===== src/rtl/theremin_pkg.sv =====
// theremin_pkg: FSM encoding and raster geometry shared by the note-display control path.
package theremin_pkg;

  localparam int GRID_W             = 240;
  localparam int GRID_H             = 180;
  localparam int BOX_DIM            = 60;
  localparam int NUM_BOXES          = 12;
  localparam int PLOT_DELAY_DEFAULT = 3;

  typedef enum logic [3:0] {
    IDLE,
    DEF_DRAW,
    DEF_DRAIN,
    WAIT_BEAT,
    SHIFT,
    BOX_LOAD,
    BOX_DRAW,
    BOX_DRAIN,
    SCORE_SAMPLE,
    SCORE_ADD,
    DONE
  } state_t;

endpackage


===== src/rtl/song_draw_control_raster.sv =====
// raster_counter: column-major W x H scan (y inner), with linear address and a last-pixel flag.
// Latency: outputs are registered; one step per enabled cycle.
// Backpressure: none; holds at (W-1,H-1) until cleared rather than wrapping.
module raster_counter #(
  parameter int W  = 240,
  parameter int H  = 180,
  parameter int XW = 8,
  parameter int YW = 8,
  parameter int AW = 16
) (
  input  logic          clock,
  input  logic          reset,
  input  logic          clear,
  input  logic          enable,
  output logic [XW-1:0] x,
  output logic [YW-1:0] y,
  output logic [AW-1:0] addr,
  output logic          last
);

  assign last = (x == XW'(W - 1)) && (y == YW'(H - 1));

  always_ff @(posedge clock) begin
    if (reset || clear) begin
      x    <= '0;
      y    <= '0;
      addr <= '0;
    end else if (enable && !last) begin
      addr <= addr + 1'b1;
      if (y == YW'(H - 1)) begin
        y <= '0;
        x <= x + 1'b1;
      end else begin
        y <= y + 1'b1;
      end
    end
  end

endmodule


===== src/rtl/song_draw_control.sv =====
// song_draw_control: sequences default paint, per-beat note-box repaint and scoring; SONG_PAUSE_EN adds a pause input.
// Latency: strobes are decoded from the state register; plot trails pixel issue by PLOT_DELAY cycles.
// Backpressure: none; the raster free-runs, only pause (when built in) can stall WAIT_BEAT.
module song_draw_control
  import theremin_pkg::*;
#(
  parameter int BEAT_CYCLES = 12_500_000,
  parameter int SONG_STEPS  = 112,
  parameter int PLOT_DELAY  = PLOT_DELAY_DEFAULT,
  parameter int DRAW_W      = GRID_W,
  parameter int DRAW_H      = GRID_H,
  parameter int BOX_SIZE    = BOX_DIM
) (
  input  logic        clock,
  input  logic        reset,
  input  logic        start,
`ifdef SONG_PAUSE_EN
  input  logic        pause,
`endif
  output logic        shiftSong,
  output logic        loadStartAddress,
  output logic        loadX,
  output logic        loadY,
  output logic        writeToScreen,
  output logic        loadDefault,
  output logic        writeDefault,
  output logic        changeScore,
  output logic        addScore,
  output logic        songDone,
  output logic [15:0] gridCounter,
  output logic [15:0] memAddressGridCounter,
  output logic [3:0]  boxCounter,
  output logic [14:0] pixelCount,
  output logic [14:0] memAddressPixelCount,
  output logic        plot
);

  localparam int BW = $clog2(BEAT_CYCLES + 1);
  localparam int SW = $clog2(SONG_STEPS + 1);
  localparam int DW = $clog2(PLOT_DELAY + 1);

  state_t                state, nextState;
  logic [BW-1:0]         beatCnt;
  logic [SW-1:0]         stepCnt;
  logic [DW-1:0]         drainCnt;
  logic [3:0]            boxCnt;
  logic [PLOT_DELAY-1:0] plotPipe;
  logic                  gridLast, pixLast, drainDone, beatDone, beatHold, moreBoxes;
  logic                  gridClear, pixClear, plotIssue;
  logic [7:0]            gridX, gridY, pixX;
  logic [6:0]            pixY;

`ifdef SONG_PAUSE_EN
  assign beatHold = pause;
`else
  assign beatHold = 1'b0;
`endif

  assign drainDone = drainCnt == DW'(PLOT_DELAY - 1);
  assign beatDone  = beatCnt == BW'(BEAT_CYCLES - 1);
  assign moreBoxes = boxCnt < 4'(NUM_BOXES);

  // Counters hold through the drain so the final address stays visible; each box restarts at 0 in BOX_LOAD.
  assign gridClear = !(state inside {DEF_DRAW, DEF_DRAIN});
  assign pixClear  = !(state inside {BOX_DRAW, BOX_DRAIN}) || (nextState == BOX_LOAD);

  raster_counter #(.W(DRAW_W), .H(DRAW_H), .XW(8), .YW(8), .AW(16)) gridRaster (
    .clock  (clock),
    .reset  (reset),
    .clear  (gridClear),
    .enable (state == DEF_DRAW),
    .x      (gridX),
    .y      (gridY),
    .addr   (memAddressGridCounter),
    .last   (gridLast)
  );

  raster_counter #(.W(BOX_SIZE), .H(BOX_SIZE), .XW(8), .YW(7), .AW(15)) boxRaster (
    .clock  (clock),
    .reset  (reset),
    .clear  (pixClear),
    .enable (state == BOX_DRAW),
    .x      (pixX),
    .y      (pixY),
    .addr   (memAddressPixelCount),
    .last   (pixLast)
  );

  assign gridCounter = {gridX, gridY};
  assign pixelCount  = {pixX, pixY};
  assign boxCounter  = boxCnt;

  always_ff @(posedge clock) begin
    if (reset) state <= IDLE;
    else       state <= nextState;
  end

  always_comb begin
    nextState        = state;
    shiftSong        = 1'b0;
    loadStartAddress = 1'b0;
    loadX            = 1'b0;
    loadY            = 1'b0;
    writeToScreen    = 1'b0;
    loadDefault      = 1'b0;
    writeDefault     = 1'b0;
    changeScore      = 1'b0;
    addScore         = 1'b0;
    songDone         = 1'b0;
    case (state)
      IDLE:      if (start) nextState = DEF_DRAW;
      DEF_DRAW: begin
        loadDefault  = 1'b1;
        writeDefault = 1'b1;
        if (gridLast) nextState = DEF_DRAIN;
      end
      DEF_DRAIN: begin
        writeDefault = 1'b1;
        if (drainDone) nextState = WAIT_BEAT;
      end
      WAIT_BEAT: if (!beatHold && beatDone) nextState = SHIFT;
      SHIFT: begin
        shiftSong = 1'b1;
        nextState = BOX_LOAD;
      end
      BOX_LOAD: begin
        loadStartAddress = 1'b1;
        writeToScreen    = 1'b1;
        nextState        = BOX_DRAW;
      end
      BOX_DRAW: begin
        loadX         = 1'b1;
        loadY         = 1'b1;
        writeToScreen = 1'b1;
        if (pixLast) nextState = moreBoxes ? BOX_LOAD : BOX_DRAIN;
      end
      BOX_DRAIN: begin
        writeToScreen = 1'b1;
        if (drainDone) nextState = SCORE_SAMPLE;
      end
      SCORE_SAMPLE: begin
        changeScore = 1'b1;
        nextState   = SCORE_ADD;
      end
      SCORE_ADD: begin
        addScore  = 1'b1;
        nextState = (stepCnt == SW'(SONG_STEPS)) ? DONE : WAIT_BEAT;
      end
      DONE: begin
        songDone  = 1'b1;
        nextState = IDLE;
      end
      default: nextState = IDLE;
    endcase
  end

  assign plotIssue = (loadX & loadY) | loadDefault;
  assign plot      = plotPipe[PLOT_DELAY-1];

  always_ff @(posedge clock) begin
    if (reset) begin
      beatCnt  <= '0;
      stepCnt  <= '0;
      drainCnt <= '0;
      boxCnt   <= '0;
      plotPipe <= '0;
    end else begin
      plotPipe <= (plotPipe << 1) | PLOT_DELAY'(plotIssue);

      if (state != WAIT_BEAT)  beatCnt <= '0;
      else if (!beatHold)      beatCnt <= beatDone ? '0 : beatCnt + 1'b1;

      if (state inside {DEF_DRAIN, BOX_DRAIN}) drainCnt <= drainDone ? '0 : drainCnt + 1'b1;
      else                                     drainCnt <= '0;

      if (state == SHIFT)     stepCnt <= stepCnt + 1'b1;
      else if (state == DONE) stepCnt <= '0;

      if (state == SHIFT)                                 boxCnt <= 4'd1;
      else if (state == BOX_DRAW && pixLast && moreBoxes) boxCnt <= boxCnt + 1'b1;
      else if (state == BOX_DRAIN && drainDone)           boxCnt <= '0;
    end
  end

endmodule


===== config.mk =====
export PLATFORM = sky130hd
export DESIGN_NAME = song_draw_control
export DESIGN_NICKNAME = d
export VERILOG_FILES = /design/src/rtl/theremin_pkg.sv /design/src/rtl/song_draw_control_raster.sv /design/src/rtl/song_draw_control.sv
export SDC_FILE = /design/constraint.sdc
export NUM_CORES = 1
export LEC_CHECK = 0
export ABC_AREA = 0
export CAP_MARGIN = 20
export CORE_MARGIN = 3
export CORE_UTILIZATION = 30
export CTS_CLUSTER_SIZE = 25
export DETAILED_ROUTE_END_ITERATION = 8
export PLACE_DENSITY_LB_ADDON = 0.25
export SLEW_MARGIN = 20
export SYNTH_ARGS = -nofsm -noshare
export SYNTH_HDL_FRONTEND = slang
export SYNTH_SLANG_ARGS = --single-unit

===== constraint.sdc =====
create_clock -name clock -period 2.84 [get_ports clock]
set_input_delay 0.568 -clock clock [delete_from_list [all_inputs] [get_ports clock]]
set_output_delay 0.568 -clock clock [all_outputs]
set_load 0.1 [all_outputs]

==> impl_results.md, run 1 <==
* Status: finished clean
* Routed wire per std cell at 13.3 um
* Slew Limit Fails at 0
* Fillers at 1,721
* Skew final at roughly 0.012 ns
* Worst hold path class: flip-flop to flip-flop
* Total congestion overflow at 0
* First-pass GRT wire length at 19.3 mm
* Psw at approximately 0.66 mW
* Share of layout cells above drive strength 1 at 0.227
* Mapped Area at ~5100 um2
* Final WS setup at about 0.42 ns
* Num rows at 47
* Net Sw Frac at 0.237
* Drt via density at between 4 and 5
* Total track usage at 0.128
* Largest net degree at the start of global routing at 27
* CP Launch Type: flip-flop
* Hold depth at 1
* Syn Nets at 590
* Antenna diodes at 0
* GR met1 Demand/Resource at 0.159
* Sequential fraction of the synthesis area at 0.416
* Share of the synthesized area in the top cell type at 0.416
* Final Critical Period at 2.42 ns
* Setup Crit Path Kind: flip-flop to flip-flop
* Die W at 136 um
* Slowest cell on crit path: dfxtp_1
* Hold_buf cts at 0
* Worst R2R Start: state[1]
* Worst vdd rail ir drop at 0.278 mV
* Internal Power at about 2.1 mW
* Seq cells post-synth at 106
* Synth warn at 0
* CP Data Required Time at 3.07 ns
* RSZ-0062 raised after global routing: no
* Hold Vio Cnt, Final at 0
* Cell accounting for the most synthesized area: dfxtp_1
* Worst Tran Pin Value at 0.535 ns
* HP Start: drainCnt[0]
* TritonCTS Buffers at 9
* Avg Cell Area, Syn at ~9 um2
* Ys flop type: dfxtp_1
* Vias at 4,196
* Post-cts resize count at 0
* Max_slew headroom at 0.643
* DIE HEIGHT at approximately 140 um
* Post-synth EDFFs at 0
* CP Capture Type: flip-flop
* R2R cell count at 8
* CTS tree: yes
* Final period utilization at 0.851
* Clk network pwr share at 0.428
* Critical path fanouts, max at 24
* Vias in the first global route at 4,010
* Ports at 80
* FFs w/ async S/R, synth at 0
* Initial Utilization at 0.307
* Mapped Cells at 576
* Iter 0 DRT Violations at 215
* Clk sinks at 106
* # DRC at 0
* Total negative slack at 0 ns
* Drt pass-1 iters at 4
* Most frequent cells in the layout: dfxtp_1, nor2_1, buf_4
* Max incr delay on CP at 0.57 ns
* Root buf cell: clkbuf_16
* Met3 Track Usage GR at 0.0359
* Busiest grt layer: met2
* Finished Core Util at 0.379
* Combinational Power Share at 0.033
* Pwr/cell area at 441 nW/um2
* Post-synth cell types at 63
* Critical-path cell list: and2b_1, nand2_4, inv_1, a31oi_1, o211ai_2, o311ai_4, buf_4, nor2_1
* P&R area growth vs syn at 23.4%
* Number of max-cap violations at 0
* Met2 GRT Util at 0.210
* Peak Freq at 414 MHz
* Hpwl dp at 8.76 mm
* Final Wtd Congestion at 0.802
* Sequential share of power at 0.538
* Routed Wire Length at 11.7 mm
* Nets at 672
* CP Data Arrival Time at ~2.6 ns
* CTS clk-pin slew, worst paths at approximately 0.070 ns
* Leakage at 2.27 nW
* Commonest non-fill, non-tap cell in the layout: dfxtp_1
* Top post-synthesis cells by area: dfxtp_1, xor2_1, nor2_1, xnor2_1, nand3_1
* Post-route ant nets at 0
* Final Instance Area at ~6300 um2
* Port bufs at 79
* Initial antenna violation count at 0
* Placed cell areas at 6020 um2
* Clock latency on the worst-skew pair at 0.36 ns
* H-tree depth at 3
* Final setup fails at 0
* Clock tree buffer depth at 2
* Worst slack at placement at 0.392 ns
* CP startpoint: state[1]
* CORE AREA at 16,600 um2
* Die area at 18,600 um2
* Post CTS Setup Buffer Count at 0
[power groups by stage]
stage                     sequential (mW)  clock, mW  combinational [mW]
after floorplan                      1.53          0              0.0597
after global placement               1.53          0              0.0933
after detailed placement             1.53          0              0.0941
after CTS                            1.49       1.24              0.0940
after global routing                 1.50       1.29              0.0991
final                                1.49       1.19              0.0924
[registers in the layout, indices dropped and copies added, names as in the netlist]
register	count
beatCnt	24
boxCounter	4
boxRaster.addr	15
boxRaster.x	8
boxRaster.y	7
drainCnt	2
gridRaster.addr	16
gridRaster.x	8
gridRaster.y	8
plotPipe	3
state	4
stepCnt	7
[synth_stat cells (2+ instances only)]
cell      instances
a211oi_1          2
a21oi_1          16
a31oi_1           4
and2_1            5
and3_1           15
and4_1            5
buf_2             5
buf_4             3
buf_6             2
clkbuf_1          9
dfxtp_1         106
ha_1             11
inv_1            16
mux2i_1           5
nand2_1          40
nand2_4           2
nand2b_1          6
nand3_1          33
nand4_1          23
nor2_1           91
nor2_2           21
nor2b_1           6
nor3_1           15
nor3_4            3
nor4_1            4
nor4b_2           3
o211ai_1          2
o21a_1            2
o21ai_0           7
o41ai_1           2
or2_2             4
or3_1             6
xnor2_1          27
xor2_1           46
[per-stage QoR]
step                hold WS [ns]  total power [mW]  std cells
CTS                        0.413              2.83        882
floorplan                  0.392              1.59        576
global placement           0.401              1.62        867
detailed placement         0.403              1.62        867
global route               0.453              2.88        882
finish                     0.415              2.78        882
[layer usage]
layer / part of all wire / wire length, um / up-vias
met1: 0.47 / 5450 / 1962
met2: 0.46 / 5400 / 83
met3: 0.057 / 663 / 13
li1: - / - / 2138
met4: 0.017 / 205 / 0
met5: 0 / 0 / -
[path summary, 6_finish.rpt]
kind,endpoint,slack (ns)
max,boxRaster.x[0],0.42
min,drainCnt[0],0.41
max reg2reg,boxRaster.x[0],0.42
min reg2reg,drainCnt[0],0.41
[critical path, delay by kind of cell (launching register included)]
family | cells | cell delay, ns
AOI/OAI and AO/OA | 3 | 0.67
DFF | 1 | 0.57
and+or+nand+nor | 3 | 0.52
buffers and inverters | 2 | 0.51
[kinds of logic after synthesis]
kind of cell | count (synthesis) | share of synthesized area
simple gates | 296 | 0.318
flops | 106 | 0.416
xor+xnor | 73 | 0.125
compound gates | 48 | 0.0685
buf+inv | 36 | 0.0329
fa+ha+maj | 11 | 0.0270
mux | 6 | 0.0120
[cell type report]
type / instances / area (um2) / share of cell area
clock buffers: 9 / 225 / 0.0358
clock inverters: 6 / 48.8 / 0.00776
inverters: 17 / 63.8 / 0.0101
multi-input cells: 434 / 2810 / 0.447
well taps: 220 / 275 / 0.0438
repair buffers: 90 / 743 / 0.118
flip-flops and latches: 106 / 2120 / 0.337
Power figures use the tool's default switching activity.
==> inputs of run 2 (changes only) <==
- CAP_MARGIN: 20 -> 40
==> results of run 2 <==
No change in the layout: final DEF, timing and power equal those of run 1.
==> inputs of run 3 (changes only) <==
- CTS_CLUSTER_DIAMETER: default -> 120
==> results of run 3 <==
No change in the layout: final DEF, timing and power equal those of run 1.
